--- config.mk ---
export PLATFORM = sky130hd
export DESIGN_NAME = hilo_muldiv_ctrl_flat
export DESIGN_NICKNAME = d
export VERILOG_FILES = /design/src/rtl/mips_pkg.sv /design/src/rtl/hilo_muldiv_ctrl_if.sv /design/src/rtl/muldiv_step.sv /design/src/rtl/hilo_muldiv_ctrl.sv /design/src/flat_wrapper.sv
export SDC_FILE = /design/constraint.sdc
export NUM_CORES = 1
export LEC_CHECK = 0
export ABC_AREA = 1
export ABC_CLOCK_PERIOD_IN_PS = 3480
export BUFFER_PORTS_ARGS = -buffer_cell sky130_fd_sc_hd__buf_2
export CAP_MARGIN = 20
export CORE_MARGIN = 1
export CORE_UTILIZATION = 30
export CTS_CLUSTER_SIZE = 30
export DETAILED_ROUTE_END_ITERATION = 7
export GPL_TIMING_DRIVEN = 0
export PLACE_DENSITY = 0.44
export SYNTH_ARGS = -nofsm -noshare
export SYNTH_HDL_FRONTEND = slang
export SYNTH_SLANG_ARGS = --single-unit
export TNS_END_PERCENT = 10
--- constraint.sdc ---
create_clock -name clk -period 3.48 [get_ports clk]
set_input_delay 0 -clock clk [delete_from_list [all_inputs] [get_ports clk]]
set_output_delay 0 -clock clk [all_outputs]
set_load 0.005 [all_outputs]
--- src/rtl/mips_pkg.sv ---
// Shared types and constants for the HI/LO multiply/divide sequencer.
package mips_pkg;

    localparam int unsigned XLEN = 32;

    typedef enum logic [2:0] {
        OP_NOP   = 3'd0,
        OP_MULT  = 3'd1,
        OP_MULTU = 3'd2,
        OP_DIV   = 3'd3,
        OP_DIVU  = 3'd4,
        OP_MTHI  = 3'd5,
        OP_MTLO  = 3'd6
    } op_e;

    typedef enum logic [1:0] {
        IDLE,
        PREP,
        CALC,
        FIX
    } state_e;

    // Two's-complement magnitude when neg is set, pass-through otherwise.
    function automatic logic [XLEN-1:0] mag(input logic [XLEN-1:0] v, input logic neg);
        return neg ? -v : v;
    endfunction

endpackage

--- src/rtl/hilo_muldiv_ctrl_if.sv ---
// Decode-side bundle for the multiply/divide sequencer and HI/LO readout.
interface hilo_muldiv_ctrl_if;
    import mips_pkg::*;

    logic            start;
    logic [2:0]      op;
    logic [XLEN-1:0] rs_val;
    logic [XLEN-1:0] rt_val;
    logic            flush;
    logic            mf_req;
    logic            busy;
    logic            done;
    logic            stall;
    logic [XLEN-1:0] hi;
    logic [XLEN-1:0] lo;

    modport master (
        output start, op, rs_val, rt_val, flush, mf_req,
        input  busy, done, stall, hi, lo
    );

    modport slave (
        input  start, op, rs_val, rt_val, flush, mf_req,
        output busy, done, stall, hi, lo
    );

endinterface

--- src/rtl/muldiv_step.sv ---
// One iteration of shift-add multiply or restoring shift-subtract divide.
module muldiv_step
    import mips_pkg::*;
(
    input  logic            is_div,
    input  logic [XLEN-1:0] acc,
    input  logic [XLEN-1:0] low,
    input  logic [XLEN-1:0] operand,
    output logic [XLEN-1:0] acc_next,
    output logic [XLEN-1:0] low_next,
    output logic            qbit
);
    logic [XLEN-1:0] addend;
    logic [XLEN:0]   sum;
    logic [XLEN:0]   shifted;
    logic [XLEN-1:0] diff;

    // Multiply consumes low[0] (LSB first); divide shifts in low's MSB.
    always_comb begin
        addend  = low[0] ? operand : '0;
        sum     = {1'b0, acc} + {1'b0, addend};
        shifted = {acc, low[XLEN-1]};
        qbit    = is_div && (shifted >= {1'b0, operand});
        // Only used when qbit is set, so the true difference fits XLEN bits.
        diff    = shifted[XLEN-1:0] - operand;
        if (is_div) begin
            acc_next = qbit ? diff : shifted[XLEN-1:0];
        end else begin
            acc_next = sum[XLEN:1];
        end
        low_next = {sum[0], low[XLEN-1:1]};
    end

endmodule

--- src/rtl/hilo_muldiv_ctrl.sv ---
// MULT/MULTU/DIV/DIVU sequencer and owner of the architectural HI/LO registers.
module hilo_muldiv_ctrl #(
    parameter int unsigned XLEN = 32,
    parameter int unsigned ITER = 32
) (
    input  logic               clk,
    input  logic               rst,
    hilo_muldiv_ctrl_if.slave  bus
);
    import mips_pkg::*;

    localparam int unsigned CNT_W = $clog2(ITER);

    state_e            state_q, state_d;
    logic [CNT_W-1:0]  cnt_q, cnt_d;
    logic [2:0]        op_q, op_d;
    logic [XLEN-1:0]   a_q, a_d, b_q, b_d;
    logic [XLEN-1:0]   opnd_q, opnd_d, acc_q, acc_d, low_q, low_d;
    logic [XLEN-1:0]   hi_q, hi_d, lo_q, lo_d;
    logic              res_neg_q, res_neg_d, rem_neg_q, rem_neg_d;
    logic              div_zero_q, div_zero_d, done_q, done_d;
    logic [XLEN-1:0]   step_acc, step_low;
    logic              step_qbit;
    logic              is_div, is_signed;
    logic [2*XLEN-1:0] prod;

    assign is_div    = (op_q == OP_DIV) || (op_q == OP_DIVU);
    assign is_signed = (op_q == OP_MULT) || (op_q == OP_DIV);

    muldiv_step u_step (
        .is_div   (is_div),
        .acc      (acc_q),
        .low      (low_q),
        .operand  (opnd_q),
        .acc_next (step_acc),
        .low_next (step_low),
        .qbit     (step_qbit)
    );

    // Next-state and datapath update; flush overrides everything outside IDLE.
    always_comb begin
        state_d    = state_q;
        cnt_d      = cnt_q;
        op_d       = op_q;
        a_d        = a_q;
        b_d        = b_q;
        opnd_d     = opnd_q;
        acc_d      = acc_q;
        low_d      = low_q;
        hi_d       = hi_q;
        lo_d       = lo_q;
        res_neg_d  = res_neg_q;
        rem_neg_d  = rem_neg_q;
        div_zero_d = div_zero_q;
        done_d     = 1'b0;
        prod       = {acc_q, low_q};

        unique case (state_q)
            IDLE: begin
                if (bus.start && !bus.flush) begin
                    case (bus.op)
                        OP_MULT, OP_MULTU, OP_DIV, OP_DIVU: begin
                            state_d = PREP;
                            op_d    = bus.op;
                            a_d     = bus.rs_val;
                            b_d     = bus.rt_val;
                        end
                        OP_MTHI: hi_d = bus.rs_val;
                        OP_MTLO: lo_d = bus.rs_val;
                        default: ;
                    endcase
                end
            end
            PREP: begin
                // Divide: low holds the dividend, operand the divisor.
                // Multiply: low holds the multiplier, operand the multiplicand.
                opnd_d     = is_div ? mag(b_q, is_signed && b_q[XLEN-1])
                                    : mag(a_q, is_signed && a_q[XLEN-1]);
                low_d      = is_div ? mag(a_q, is_signed && a_q[XLEN-1])
                                    : mag(b_q, is_signed && b_q[XLEN-1]);
                acc_d      = '0;
                cnt_d      = '0;
                res_neg_d  = is_signed && (a_q[XLEN-1] ^ b_q[XLEN-1]);
                rem_neg_d  = is_signed && a_q[XLEN-1];
                div_zero_d = is_div && (b_q == '0);
                state_d    = CALC;
            end
            CALC: begin
                acc_d = step_acc;
                low_d = is_div ? {low_q[XLEN-2:0], step_qbit} : step_low;
                cnt_d = cnt_q + CNT_W'(1);
                if (cnt_q == CNT_W'(ITER - 1)) begin
                    state_d = FIX;
                end
            end
            FIX: begin
                state_d = IDLE;
                done_d  = 1'b1;
                if (is_div) begin
                    if (div_zero_q) begin
                        lo_d = '1;
                        hi_d = a_q;
                    end else begin
                        lo_d = res_neg_q ? -low_q : low_q;
                        hi_d = rem_neg_q ? -acc_q : acc_q;
                    end
                end else begin
                    if (res_neg_q) begin
                        prod = -prod;
                    end
                    hi_d = prod[2*XLEN-1:XLEN];
                    lo_d = prod[XLEN-1:0];
                end
            end
        endcase

        if (bus.flush && (state_q != IDLE)) begin
            state_d = IDLE;
            hi_d    = hi_q;
            lo_d    = lo_q;
            done_d  = 1'b0;
        end
    end

    // FSM state register.
    always_ff @(posedge clk) begin
        if (rst) begin
            state_q <= IDLE;
        end else begin
            state_q <= state_d;
        end
    end

    // Datapath, sign flags and architectural HI/LO.
    always_ff @(posedge clk) begin
        if (rst) begin
            cnt_q      <= '0;
            op_q       <= OP_NOP;
            a_q        <= '0;
            b_q        <= '0;
            opnd_q     <= '0;
            acc_q      <= '0;
            low_q      <= '0;
            hi_q       <= '0;
            lo_q       <= '0;
            res_neg_q  <= 1'b0;
            rem_neg_q  <= 1'b0;
            div_zero_q <= 1'b0;
            done_q     <= 1'b0;
        end else begin
            cnt_q      <= cnt_d;
            op_q       <= op_d;
            a_q        <= a_d;
            b_q        <= b_d;
            opnd_q     <= opnd_d;
            acc_q      <= acc_d;
            low_q      <= low_d;
            hi_q       <= hi_d;
            lo_q       <= lo_d;
            res_neg_q  <= res_neg_d;
            rem_neg_q  <= rem_neg_d;
            div_zero_q <= div_zero_d;
            done_q     <= done_d;
        end
    end

    assign bus.busy  = (state_q != IDLE);
    assign bus.done  = done_q;
    assign bus.stall = bus.mf_req && (state_q != IDLE);
    assign bus.hi    = hi_q;
    assign bus.lo    = lo_q;

endmodule

--- src/flat_wrapper.sv ---
// flat-port wrapper written by rule: the top's interface ports become plain ports
module hilo_muldiv_ctrl_flat import mips_pkg::*;
#(
    parameter int unsigned XLEN = 32,
    parameter int unsigned ITER = 32
)
  (clk, rst, bus_start, bus_op, bus_rs_val, bus_rt_val, bus_flush, bus_mf_req, bus_busy, bus_done, bus_stall, bus_hi, bus_lo);
  hilo_muldiv_ctrl_if bus_i ();
  input  logic clk;
  input  logic rst;
  input wire logic [$bits(bus_i.start)-1:0] bus_start;
  input wire logic [$bits(bus_i.op)-1:0] bus_op;
  input wire logic [$bits(bus_i.rs_val)-1:0] bus_rs_val;
  input wire logic [$bits(bus_i.rt_val)-1:0] bus_rt_val;
  input wire logic [$bits(bus_i.flush)-1:0] bus_flush;
  input wire logic [$bits(bus_i.mf_req)-1:0] bus_mf_req;
  output wire logic [$bits(bus_i.busy)-1:0] bus_busy;
  output wire logic [$bits(bus_i.done)-1:0] bus_done;
  output wire logic [$bits(bus_i.stall)-1:0] bus_stall;
  output wire logic [$bits(bus_i.hi)-1:0] bus_hi;
  output wire logic [$bits(bus_i.lo)-1:0] bus_lo;
  assign bus_i.start = bus_start;
  assign bus_i.op = bus_op;
  assign bus_i.rs_val = bus_rs_val;
  assign bus_i.rt_val = bus_rt_val;
  assign bus_i.flush = bus_flush;
  assign bus_i.mf_req = bus_mf_req;
  assign bus_busy = bus_i.busy;
  assign bus_done = bus_i.done;
  assign bus_stall = bus_i.stall;
  assign bus_hi = bus_i.hi;
  assign bus_lo = bus_i.lo;
  hilo_muldiv_ctrl #(.XLEN(XLEN), .ITER(ITER)) u_core (.clk(clk), .rst(rst), .bus(bus_i));
endmodule
==> results of run 1 <==
-- layer usage --
layer | share of wire (%) | vias to the layer above | track usage (%)
met3 | 7.7 | 191 | 5.75
met4 | 3.4 | 0 | 11.1
met2 | 44 | 1051 | 52.2
li1 | - | 12601 | -
met1 | 45 | 12444 | 45.7
met5 | 0 | - | 0
-- worst paths after layout --
check / cells after the start / to / startpoint
setup / recovery: 8 / u_core.bus.hi[4] / u_core.acc_q[1]
hold / removal: 4 / u_core.b_q[30] / bus_rt_val[30]
setup reg to reg: 8 / u_core.bus.hi[4] / u_core.acc_q[1]
hold reg to reg: 2 / u_core.cnt_q[4] / u_core.cnt_q[4]
-- final cells by class --
type | count | area, um2 | area share [%]
Tap cell | 940 | 1180 | 4.72
Inverter | 494 | 1850 | 7.44
Clock inverter | 14 | 180 | 0.723
Buffer | 162 | 737 | 2.96
Clock buffer | 43 | 905 | 3.63
Multi-Input combinational cell | 2835 | 13900 | 55.9
Timing Repair Buffer | 208 | 1390 | 5.58
Sequential cell | 238 | 4760 | 19.1
-- cell families after synthesis --
family / share of synthesized area (%)
buffers and inverters: 12.2
adder cells (fa/ha/maj): 4.54
flip-flops: 22.4
AO/OA/AOI/OAI: 20.9
XOR/XNOR: 3.29
AND/OR/NAND/NOR: 36.7
-- state kept, by name, summed over array words and instances (netlist names), 2 cells and up --
signal / count
u_core.low_q: 32
u_core.cnt_q: 5
u_core.bus.hi: 32
u_core.acc_q: 32
u_core.bus.lo: 32
u_core.b_q: 32
u_core.state_q: 2
u_core.opnd_q: 32
u_core.op_q: 3
u_core.a_q: 32
-- repair_timing --
item / in CTS / in global routing
setup endpoints to repair: 2 / 11
gates cloned: 0 / 0
pin swaps: 0 / 0
resized for setup: 0 / 3
endpoints found under the hold margin: 127 / 0
hold buffers: 70 / 0
-- report_power, final --
group	internal (W)	total, W	switching (W)
clock	0.00207	0.00356	0.00149
combinational	0.00273	0.00960	0.00687
sequential	0.00311	0.00358	0.000474
-- metrics by stage --
step	setup TNS (ps)	setup WS, ps
after global routing	0	45.2
after detailed placement	-52.7	-39.2
final	0	275
after CTS	0	102
after floorplan	0	951
after global placement	-275	-98.6
-- critical path, stage by stage, from the launching register on --
cell and delay (ps):
dfxtp_1 430, inv_1 380, ha_1 340, nand2_1 220, o31ai_1 830, a21oi_1 160, o22ai_1 300, nand2_1 290
a21oi_1 190
-- cells in the mapped netlist (all sizes together), types with 2 or more instances --
| cell | instances |
|---|---|
| nand2 | 1060 |
| inv | 491 |
| a21oi | 381 |
| nor2 | 362 |
| o21ai | 345 |
| nand3 | 329 |
| dfxtp | 238 |
| clkbuf | 101 |
| ha | 74 |
| xor2 | 66 |
| buf | 62 |
| o211ai | 39 |
| nor3 | 35 |
| nand4 | 32 |
| a31oi | 29 |
| xnor2 | 14 |
| nand3b | 10 |
| o21bai | 9 |
| o31ai | 8 |
| or2 | 7 |
| o221ai | 5 |
| a21boi | 4 |
| a21o | 4 |
| a211oi | 3 |
| and3 | 3 |
| clkinv | 3 |
| o22ai | 3 |
| and2 | 2 |
| fa | 2 |
| nor3b | 2 |
| nor4 | 2 |
==> summary.txt, run 1 <==
filler cell count: 8267
placed insts: 4809
final setup violation count: 0
via count: 26287
CTS Buf Count: 34
Post-synth EDFFs: 0
# rows: 97
clock buffer depth: 3
Nets: 4121
share of cells above drive strength 1: 7.79%
synthesized net count: 3879
synth unique cells: 59
CTS Root Buffer Type: clkbuf_16
Critical Path Start Type: register
initial antenna violation count: 2
RSZ-0062 raised after global routing: false
Die H: 268 um
Die ar.: 72000 um2
commonest non-fill, non-tap cells in the layout: nand2_1, inv_1, a21oi_1
top-area cell type share of the netlist area: 22.4%
Initial Utilization: 30.3%
outcome: finished clean
final core occ: 35.5%
Power Density: 671 nW/um2
post-DP HPWL: 102000 um
vias in the first global route: 24367
Die X: 268 um
r2r setup slk: 280 ps
peak supply drop: 455 uV
Worst EP arrival: 3710 ps
cell taking the most area after synthesis: dfxtp_1
Pwr Total: 0.0167 W
dpl cell area: 23200 um2
buffer count from post-CTS setup fixing: 0
post-route antenna net violation count: 0
max_slew headroom: 19.5%
Yosys reg bits: 238
first-pass GRT wire length: 171000 um
Antenna Cells: 0
top cells by area, synth: dfxtp_1, nand2_1, a21oi_1
CTS tree: yes
most common cell after layout, fill and taps aside: nand2_1
Post-Syn Area: 21300 um2
Hold WS: 219 ps
final WL: 122000 um
final hold violations: 0
post-synthesis async set-or-reset flop share: 0%
io pins: 139
DRC violations left: 0
CTS sink count: 238
Vias/cell: 5.33
Worst Hold Class: in -> reg
Reg clk slew, reported paths: 60 ps
largest net degree at the start of global routing: 18
Mean Syn Cell Area: 5.71 um2
DRT iter0 DRCs: 2945
Max Cap Viol: 0
GR Util All Layers: 33.2%
H-Tree Depth: 2
Tcrit/Tclk final: 92.1%
Clock Skew: 43.9 ps
Synth-to-Final Area Change: 17.1%
Syn. warnings: 0
Core Box Area: 70100 um2
grt total ovfl: 0
DR WL/cell: 24.7 um
post-synthesis sequential area ratio: 22.4%
Pleak: 12.2 nW
non-filler cells, final: 4934
CP endpoint kind: register
Skew-Pair Late Insertion Delay: 590 ps
Critical Path RT: 3990 ps
Port Buf Inserts: 138
Max Fclk: 0.312 GHz
Top FF cell, synth: dfxtp_1
drt pass-1 iters: 6
CP Max Fanout: 6
Cells after Synth: 3731
fin area: 24900 um2
max-slew violation count: 0
WS Path Type: reg -> reg
Worst-Margin Slew: 1210 ps
post-layout min period: 3200 ps
Placer Congestion: 1.01
(Power assumes the default switching activity.)
==> inputs of run 2 (changes only) <==
Settings changed: PLACE_DENSITY 0.44 to not set, PLACE_DENSITY_LB_ADDON set to 0.2.
==> run 2 against run 1 <==
Against the previous run: first-iteration DRC count rose by 0.51%; total power fell by 1.3%; count of clock-buffer cells in the layout fell by 4; sequential share of layout area barely moved; cell count did not move; global-route usage fell by 0.51 points; maximum frequency fell by 5.5%; die area did not move; worst hold slack got worse by 40 ps; critical path depth rose by 4; highest routed layer is now met5.
==> summary.txt, run 2 (same netlist as run 1, synthesis figures left out) <==
outcome: finished clean
RSZ-0062 raised after global routing: false
Die ar.: 72000 um2
post-layout min period: 3390 ps
Port Buf Inserts: 138
io pins: 139
via count: 26301
Core Box Area: 70100 um2
Clock Skew: 63.9 ps
DRC violations left: 0
Worst Hold Class: in -> reg
CP Max Fanout: 6
Initial Utilization: 30.3%
Pwr Total: 0.0165 W
Die H: 268 um
GR Util All Layers: 32.7%
clock buffer depth: 3
Critical Path RT: 4010 ps
Internal: 0.00782 W
Reg clk slew, reported paths: 60 ps
post-DP HPWL: 101000 um
final core occ: 35.5%
Synth-to-Final Area Change: 17.1%
H-Tree Depth: 1
CTS tree: yes
Placer Congestion: 1.03
Hold Crit Start: bus_rt_val[24]
commonest non-fill, non-tap cells in the layout: nand2_1, inv_1, a21oi_1
DR WL/cell: 24.5 um
Hold WS: 179 ps
max-slew violation count: 0
vias in the first global route: 24033
clock power share: 20.9%
final WL: 121000 um
Net Switching: 0.00870 W
drt pass-1 iters: 6
Max Cap Viol: 0
Worst-Margin Slew: 1150 ps
final setup violation count: 0
DRT iter0 DRCs: 2960
register area: 4760 um2
Power Density: 663 nW/um2
CTS Root Buffer Type: clkbuf_16
buffer count from post-CTS setup fixing: 0
Nets: 4118
share of cells above drive strength 1: 7.94%
final hold violations: 0
max_slew headroom: 23.5%
Skew-Pair Late Insertion Delay: 650 ps
first-pass GRT wire length: 169000 um
Worst EP arrival: 3920 ps
Tcrit/Tclk final: 97.4%
most common cell after layout, fill and taps aside: nand2_1
CP startpoint: u_core.acc_q[1]
Critical Path Start Type: register
CP endpoint kind: register
Multi-input gate area: 13900 um2
post-route antenna net violation count: 0
Antenna Cells: 0
Vias/cell: 5.33
largest net degree at the start of global routing: 18
RR Startpoint: u_core.acc_q[1]
# rows: 97
initial antenna violation count: 3
peak supply drop: 446 uV
CTS sink count: 238
Logic pwr share: 57.5%
Flop pwr share: 21.6%
grt total ovfl: 0
CTS Buf Count: 30
Pleak: 12.2 nW
Die X: 268 um
switching share of total power: 52.7%
filler cell count: 8230
WS Path Type: reg -> reg
Max Fclk: 0.295 GHz
==> run 2: changes by cell type in the layout (fill, tap and decap cells not counted), sizes merged <==
cell | previous run | this run
clkbuf | 143 | 140
clkinvlp | 2 | 4
inv | 493 | 494
==> run 2: layout make-up <==
cell class              instances  share of cell area (%)
well taps                     940                    4.72
clock inverters                17                   0.853
clock buffers                  39                    3.47
flip-flops and latches        238                    19.1
inverters                     494                    7.44
multi-input cells            2835                    55.9
repair buffers                208                    5.58
plain buffers                 163                    2.98
==> run 2: what timing repair did <==
| item | in CTS | in global routing |
|---|---|---|
| gates resized for setup | 0 | 5 |
| endpoints found under the setup margin | 4 | 10 |
| hold buffers | 70 | 0 |
| endpoints found under the hold margin | 129 | 0 |
==> run 2: metrics by stage <==
stage	setup TNS [ps]	std cells	cell area, um2	setup WS, ps
after detailed placement	-158	4809	23200	-56.4
after CTS	0	4934	24900	88.1
final	0	4934	24900	90.2
after global placement	-189	4809	23200	-72.4
after global routing	0	4934	24900	8.57
after floorplan	0	3731	21300	951
==> run 2: final timing paths <==
check,cells past startpoint,slack [ps],endpoint
setup reg to reg,12,90,u_core.bus.hi[16]
setup / recovery,12,90,u_core.bus.hi[16]
hold / removal,4,180,u_core.b_q[24]
hold reg to reg,2,480,u_core.cnt_q[4]
==> run 2: power groups by stage <==
stage / Clock (W) / Combinational, W / Sequential [W]
CTS: 0.00347 / 0.00932 / 0.00355
floorplan: 0 / 0.00594 / 0.00340
finish: 0.00345 / 0.00949 / 0.00357
global route: 0.00358 / 0.0103 / 0.00360
detailed placement: 0 / 0.00923 / 0.00361
global placement: 0 / 0.00929 / 0.00361
==> run 2: critical path: stages (launching register included) <==
cell	delay [ps]
dfxtp_1	440
inv_1	330
ha_1	460
nand2_1	270
nor2_1	220
nand3_1	250
nor2_1	350
nand3_1	190
nand3_1	110
nand2_1	60
o21ai_1	340
nand2_1	100
a21oi_1	130
==> run 2: metal layers <==
layer / up-vias / GRT usage [%] / wire length (um)
li1: 12590 / - / -
met1: 12453 / 45.3 / 54600
met2: 1070 / 50.8 / 52400
met3: 186 / 6.19 / 9500
met4: 2 / 10.2 / 4200
met5: - / 0 / 15
